File: src/rtl/dcache_thread_queue.sv
// rtl/dcache_thread_queue.sv - per-thread request FIFOs with round-robin issue to the dTLB/D$
module dcache_thread_queue #(
  parameter int NUM_THREADS = 2,
  parameter int DEPTH       = 4,
  parameter int INFO_WIDTH  = 128,
  localparam int TID_W = (NUM_THREADS > 1) ? $clog2(NUM_THREADS) : 1,
  localparam int CNT_W = $clog2(DEPTH + 1)
) (
  input  logic                         clock,
  input  logic                         reset,
  input  logic [NUM_THREADS-1:0]       flush_cache,
  input  logic                         req_valid,
  input  logic [TID_W-1:0]             req_thread_id,
  input  logic [INFO_WIDTH-1:0]        req_info,
  output logic [NUM_THREADS-1:0]       req_ready,
  output logic                         issue_valid,
  output logic [INFO_WIDTH-1:0]        issue_info,
  output logic [TID_W-1:0]             issue_thread_id,
  input  logic                         issue_ready,
  output logic [NUM_THREADS*CNT_W-1:0] occupancy,
  output logic                         drop_error
);
  localparam int PTR_W = (DEPTH > 1) ? $clog2(DEPTH) : 1;
  localparam logic [CNT_W-1:0] FULL = CNT_W'(DEPTH);

  logic [INFO_WIDTH-1:0] mem    [NUM_THREADS][DEPTH];
  logic [PTR_W-1:0]      rd_ptr [NUM_THREADS];
  logic [PTR_W-1:0]      wr_ptr [NUM_THREADS];
  logic [CNT_W-1:0]      count  [NUM_THREADS];
  logic [TID_W-1:0]      rr_ptr, lock_tid, sel, rr_next;
  logic                  lock_valid, drop_q, drop_any, handshake;
  logic [NUM_THREADS-1:0] full, eligible, enq, pop;

  function automatic logic [PTR_W-1:0] ptr_inc(input logic [PTR_W-1:0] p);
    return (p == PTR_W'(DEPTH - 1)) ? '0 : p + PTR_W'(1);
  endfunction

  always_comb begin
    drop_any = 1'b0;
    for (int t = 0; t < NUM_THREADS; t++) begin
      full[t]     = (count[t] == FULL);
      eligible[t] = (count[t] != '0) && !flush_cache[t];
      enq[t]      = req_valid && (req_thread_id == TID_W'(t)) && !full[t] && !flush_cache[t];
      drop_any    = drop_any | (req_valid && (req_thread_id == TID_W'(t)) && full[t] && !flush_cache[t]);
    end
  end

  // A stalled presentation stays on its thread; otherwise scan downward so the
  // last hit is the first eligible thread at or after rr_ptr.
  always_comb begin
    sel = rr_ptr;
    if (lock_valid) begin
      sel = lock_tid;
    end else begin
      for (int i = NUM_THREADS - 1; i >= 0; i--) begin
        if (eligible[(int'(rr_ptr) + i) % NUM_THREADS])
          sel = TID_W'((int'(rr_ptr) + i) % NUM_THREADS);
      end
    end
  end

  always_comb begin
    issue_valid     = !reset && eligible[sel];
    issue_thread_id = sel;
    issue_info      = mem[sel][rd_ptr[sel]];
    handshake       = issue_valid && issue_ready;
    rr_next         = (int'(sel) + 1 >= NUM_THREADS) ? '0 : sel + TID_W'(1);
    drop_error      = drop_q && !reset;
    occupancy       = '0;
    for (int t = 0; t < NUM_THREADS; t++) begin
      pop[t]       = handshake && (sel == TID_W'(t));
      req_ready[t] = reset || !full[t];
      occupancy[t*CNT_W +: CNT_W] = reset ? '0 : count[t];
    end
  end

  always_ff @(posedge clock) begin
    if (reset) begin
      for (int t = 0; t < NUM_THREADS; t++) begin
        count[t]  <= '0;
        rd_ptr[t] <= '0;
        wr_ptr[t] <= '0;
      end
      rr_ptr     <= '0;
      lock_tid   <= '0;
      lock_valid <= 1'b0;
      drop_q     <= 1'b0;
    end else begin
      drop_q <= drop_any;
      for (int t = 0; t < NUM_THREADS; t++) begin
        if (flush_cache[t]) begin
          count[t]  <= '0;
          rd_ptr[t] <= '0;
          wr_ptr[t] <= '0;
        end else begin
          if (enq[t]) wr_ptr[t] <= ptr_inc(wr_ptr[t]);
          if (pop[t]) rd_ptr[t] <= ptr_inc(rd_ptr[t]);
          if (enq[t] && !pop[t])      count[t] <= count[t] + CNT_W'(1);
          else if (pop[t] && !enq[t]) count[t] <= count[t] - CNT_W'(1);
        end
      end
      if (handshake) begin
        rr_ptr     <= rr_next;
        lock_valid <= 1'b0;
      end else begin
        lock_valid <= issue_valid;
        lock_tid   <= sel;
      end
    end
  end

  always_ff @(posedge clock) begin
    for (int t = 0; t < NUM_THREADS; t++)
      if (enq[t]) mem[t][wr_ptr[t]] <= req_info;
  end
endmodule

File: config.mk
export PLATFORM = sky130hd
export DESIGN_NAME = dcache_thread_queue
export DESIGN_NICKNAME = d
export VERILOG_FILES = /design/src/rtl/dcache_thread_queue.sv
export SDC_FILE = /design/constraint.sdc
export NUM_CORES = 1
export LEC_CHECK = 0
export ABC_CLOCK_PERIOD_IN_PS = 11000
export BUFFER_PORTS_ARGS = -buffer_cell sky130_fd_sc_hd__buf_2
export CAP_MARGIN = 20
export CORE_ASPECT_RATIO = 0.9
export CORE_MARGIN = 4
export CORE_UTILIZATION = 65
export DETAILED_ROUTE_END_ITERATION = 16
export GPL_TIMING_DRIVEN = 0
export PLACE_DENSITY = 0.94
export SYNTH_ARGS = -nofsm -noshare
export SYNTH_HDL_FRONTEND = slang
export SYNTH_SLANG_ARGS = --single-unit
File: constraint.sdc
create_clock -name clock -period 11 [get_ports clock]
set_input_delay 1.1 -clock clock [delete_from_list [all_inputs] [get_ports clock]]
set_output_delay 1.1 -clock clock [all_outputs]
set_load 0.005 [all_outputs]
Word-level counts from Yosys, hierarchy flattened:

Memories as Yosys holds them, arrays and structs flattened.
Index checks and enable logic that the tools add are counted.

* magnitude comparators: 9
* multiplexer cells: 85
* reductions and logical operators: 38
* add/sub/neg operators: 11
* eq/ne operators: 6
* bitwise operators: 21

Operator list (number)
* $mux W512: 4
* $demux W128 S2: 2
* $mux W128: 4
* $reduce_or A512 Y1: 1
* $bmux W128 S2: 1
* $mux W1: 54
* $mux W2: 12
* $mux W3: 8
* $logic_and A1 B1 Y1: 23
* $or A1 B1 Y1: 15
* $ge A3 B3 Y1 const B: 3
* $logic_not A1 Y1: 9
* $not A2 Y3: 3
* $add A2 B1 Y2 const B: 4
* $eq A2 B2 Y1 const B: 4
* $add A3 B1 Y3 const B: 2
* $eq A3 B3 Y1 const B: 2
* $lt A3 B1 Y1 const B: 2
* $reduce_bool A3 Y1: 2
* $sub A3 B1 Y3 const B: 2
* $lt A1 B2 Y1 const B: 2
* $lt A2 B3 Y1 const B: 1
* $add A1 B1 Y1 const B: 2
* $add A1 B1 Y2 const B: 1
* 5 further kinds: 7

* RAM bits: 1038
* bits in registers: 4
* memories: 4
* output and inout port bits: 139
* bits of input ports: 135

Memory list
* mem: words 2, bits a word 512, rd ports 1, clocked after Yosys merged registers in 0, wr ports 1, RTL line 26 `logic [INFO_WIDTH-1:0] mem [NUM_THREADS][DEPTH];`
* count: words 2, bits a word 3, rd ports 2, clocked after Yosys merged registers in 0, wr ports 2, RTL line 29 `logic [CNT_W-1:0] count [NUM_THREADS];`
* rd_ptr: words 2, bits a word 2, rd ports 3, clocked after Yosys merged registers in 0, wr ports 2, RTL line 27 `logic [PTR_W-1:0] rd_ptr [NUM_THREADS];`
* wr_ptr: words 2, bits a word 2, rd ports 2, clocked after Yosys merged registers in 0, wr ports 2, RTL line 28 `logic [PTR_W-1:0] wr_ptr [NUM_THREADS];`

Logic depth before layout (Yosys ltp):

* depth in word-level cells: 21
* mapped depth: 13
* mapped depth without buffers: 12

Worst setup path after synthesis:

OpenSTA, ideal clock, no wires.

* path type: input to register
* start: input req_valid
* end: memory mem[1][128] in the netlist's numbering, enable pin
* stages on the path: 3
* data required time: 10498 ps
* data arrival time: 4534 ps
* setup slack: 5963 ps
* cells stage by stage: nand2_1 a211oi_1 and2_1

* longest elaborated chain between the ends: 7
* elaborated cells on any way between the ends: 13

RTL lines
* start: declaration: RTL line 12 `input logic req_valid,`
* $logic_and A1 B1 Y1 (3 in a row): RTL line 43 `enq[t] = req_valid && (req_thread_id == TID_W'(t)) && !full[t] && !flush_cache[t];`
* $mux W1: RTL line 114 `if (enq[t]) mem[t][wr_ptr[t]] <= req_info;`
* $mux W512 (implied by the code): RTL line 114
* $reduce_or A512 Y1 (no line)
* $mux W1 (no line) or $mux W512 (tied branches)
* end: declaration: RTL line 26

Parallel ways exist; a longest one is shown, timed or not.

==> qor.yml <==
global_route:
  grt_antenna_before_repair: 22
  grt_max_degree: 53
  grt_use_total_pct: 30.9
  grt_pass1_wl_um: 146000
  grt_pass1_vias: 22000
  grt_overflow_total: 0
synth:
  netlist_area_sq_mm: 0.0396
  synth_area_per_cell_sq_um: 21.0
  syn-num-nets: 2033
  synthArstFlopShare_pct: 0
  synth_warnings: 0
  syn_inst: 1884
  ys_seq_area_share_pct: 79.0
  synth_compound_area_share_pct: 0.465
  synth-seq-cells: 1042
  synth_cell_type_count: 44
  synth_top_family_by_area: "multiplexers"
  synth-adder-area-share_pct: 0.462
  synth-simple-area-share_pct: 4.52
  synth_edf_count: 1038
  synthMuxAreaShare_pct: 14.6
  synth-xor-area-share_pct: 0.0221
  synthFlopType: "edfxtp_1"
critical_path:
  rrSetupSlack_ns: 6.17
  crit_chain: "inv_1 > ha_1 > nor2b_1 > o311a_1 > o31ai_2 > inv_1 > clkbuf_1 > clkbuf_1 > buf_2 > nand2_1 > nand2_1 > buf_2"
  worst-endpoint-required_ns: 9.90
  crit_arrival_ns: 5.23
  worstSetupPathType: "flop to primary output"
  cpPeakStageDelay_ns: 1.01
  worstReg2RegEnd: "count[1][2]"
  reg2reg_from: "count[0][0]"
  start_kind: "flop"
  worstRegToRegCells: 13
  worstPathMaxFanout: 10
  end_kind: "primary output"
  slowest_stage: "o31ai_2"
sta:
  maxSlewViolCount: 0
  fmax_mhz: 158
  slew_headroom_pct: 17.3
  finalSetupViolCount: 0
  timing.hold.ws_ns: 0.534
  period_share_pct: 57.5
  setup_tns_ns: 0
  rsz0062_at_grt: "false"
  tightest_slew_ns: 1.23
  hold_viol: 0
  skew_ns: 0.0153
  period_needed_ns: 6.33
routing:
  wire_per_inst_um: 31.4
  drtPass1Iterations: 5
  ant_nets: 0
  drt_wl_total_um: 99400
  first_iter_violations: 2804
  via_per_inst: 6.70
  via_count: 21200
  drc: 0
die:
  rows: 85
  die_area_sq_mm: 0.0649
  start_util_pct: 65.9
  io-pin-count: 274
  dieHeight_um: 242
  die-width_um: 268
  core_sq_mm: 0.0601
clock_network:
  clkLatencyLatePin_ns: 0.65
  htreeDepth: 3
  root_buffer: "clkbuf_16"
  tritoncts: "built"
  numCtsBuffers: 96
  clk_pin_slew_worst_paths_ns: 0.06
  cts_buffer_depth: 3
  cts_resized: 0
  holdBufCountCts: 0
  clock-sinks: 1042
  postCtsSetupBuffers: 0
worst_hold_path:
  hold_end: "lock_tid"
  holdCritPathClass: "flop to flop"
  worstHoldStart: "lock_tid"
  whs_path_depth: 2
finish:
  final_cell_mix: "edfxtp_1, nand2_1, buf_2"
  fin_nets: 2431
  area_delta_synth_final_pct: 15.1
  drive_above_1_share_pct: 30.2
  fin_area_sq_mm: 0.0455
  layout_commonest_cell: "edfxtp_1"
placement:
  portBuffers: 273
  dp_hpwl_um: 54800
  place_congestion: 0.753
  place_area_sq_mm: 0.0424
power:
  vdd_drop_max_v: 0.000151
  p_leak_nw: 15.3
  power.density_mw_per_mm2: 184
run_status:
  outcome: "finished clean"
job:
  drv_cap: 0
[per-stage QoR]
| step | std cells | utilization, % | total power, mW | worst slack (ns) |
|---|---|---|---|---|
| after floorplan | 1884 | - | 4.89 | 5.96 |
| after global placement | 2940 | 69.8 | 5.21 | 2.93 |
| after detailed placement | 2960 | 70.6 | 5.24 | 5.30 |
| after CTS | 3137 | 75.6 | 8.39 | 4.85 |
| after global routing | 3153 | 75.8 | 8.64 | 4.70 |
| final | 3164 | 75.8 | 8.39 | 4.67 |
[critical path: cells and delay by family, from the launching register on]
family / cells / cell delay [ns]
compound gates: 2 / 1.33
fa+ha+maj: 1 / 0.28
buf+inv: 6 / 2.03
flops: 1 / 0.46
simple gates: 3 / 0.46
[cell usage after synthesis, drive strengths merged, types with 2 or more instances]
library cell / instances / area share [%]
nor4: 3 / 0.047
or3: 2 / 0.044
nand2: 397 / 3.8
a21oi: 4 / 0.051
ha: 13 / 0.41
nor2b: 7 / 0.11
nor3b: 2 / 0.038
or4: 2 / 0.038
clkbuf: 59 / 0.56
a211oi: 5 / 0.095
inv: 12 / 0.11
mux4: 256 / 15
buf: 28 / 0.33
nand3: 5 / 0.063
nor2: 11 / 0.10
edfxtp: 1038 / 79
o21a: 2 / 0.038
dfxtp: 4 / 0.20
nor3: 2 / 0.025
o21ai: 3 / 0.038
and2: 9 / 0.14
and3: 2 / 0.032
[how the worst max path moves through the flow]
| stage | start | end | slack (ns) | cells past startpoint |
|---|---|---|---|---|
| finish | count[0][0] | issue_info[48] | 4.67 | 12 |
| floorplan | req_valid | mem[1][128] | 5.96 | 3 |
| detailed placement | flush_cache[0] | issue_info[66] | 5.30 | 10 |
| CTS | count[0][0] | issue_info[48] | 4.85 | 12 |
| global placement | req_thread_id | mem[0][435] | 2.93 | 4 |
| global route | count[0][0] | issue_info[63] | 4.70 | 12 |
[state kept, by name (all words and copies together), names as in the netlist]
register    flops
rd_ptr          4
mem          1024
wr_ptr          4
lock_valid      1
count           6
lock_tid        1
rr_ptr          1
drop_q          1
[layer usage]
metal  track usage (%)  vias up  share of wire [%]
li1                  -     8400                  -
met1              42.9    10900                 35
met2              48.8     1590                 50
met3              7.07      313                 10
met4              12.8       18                4.3
met5                 0        -               0.13
[logic make-up after synthesis]
kind of cell	count (synthesis)
adder cells (fa/ha/maj)	14
flip-flops	1042
AO/OA/AOI/OAI	24
multiplexers	256
buffers and inverters	99
AND/OR/NAND/NOR	448
XOR/XNOR	1
[layout make-up]
type,count,area (sq um)
clock buffer,120,2560
sequential,1042,31300
buffer,87,350
fill,3008,14500
clock inverter,57,403
inverter,12,45.0
tap,783,980
antenna,20,50.0
multi-input combinational,743,7950
timing repair buffer,300,1960
[power breakdown]
part / internal (mW) / switching (mW)
logic: 0.279 / 0.468
clock network: 1.76 / 1.43
registers: 4.42 / 0.0204
No activity file was read; power rests on OpenSTA's default activity.
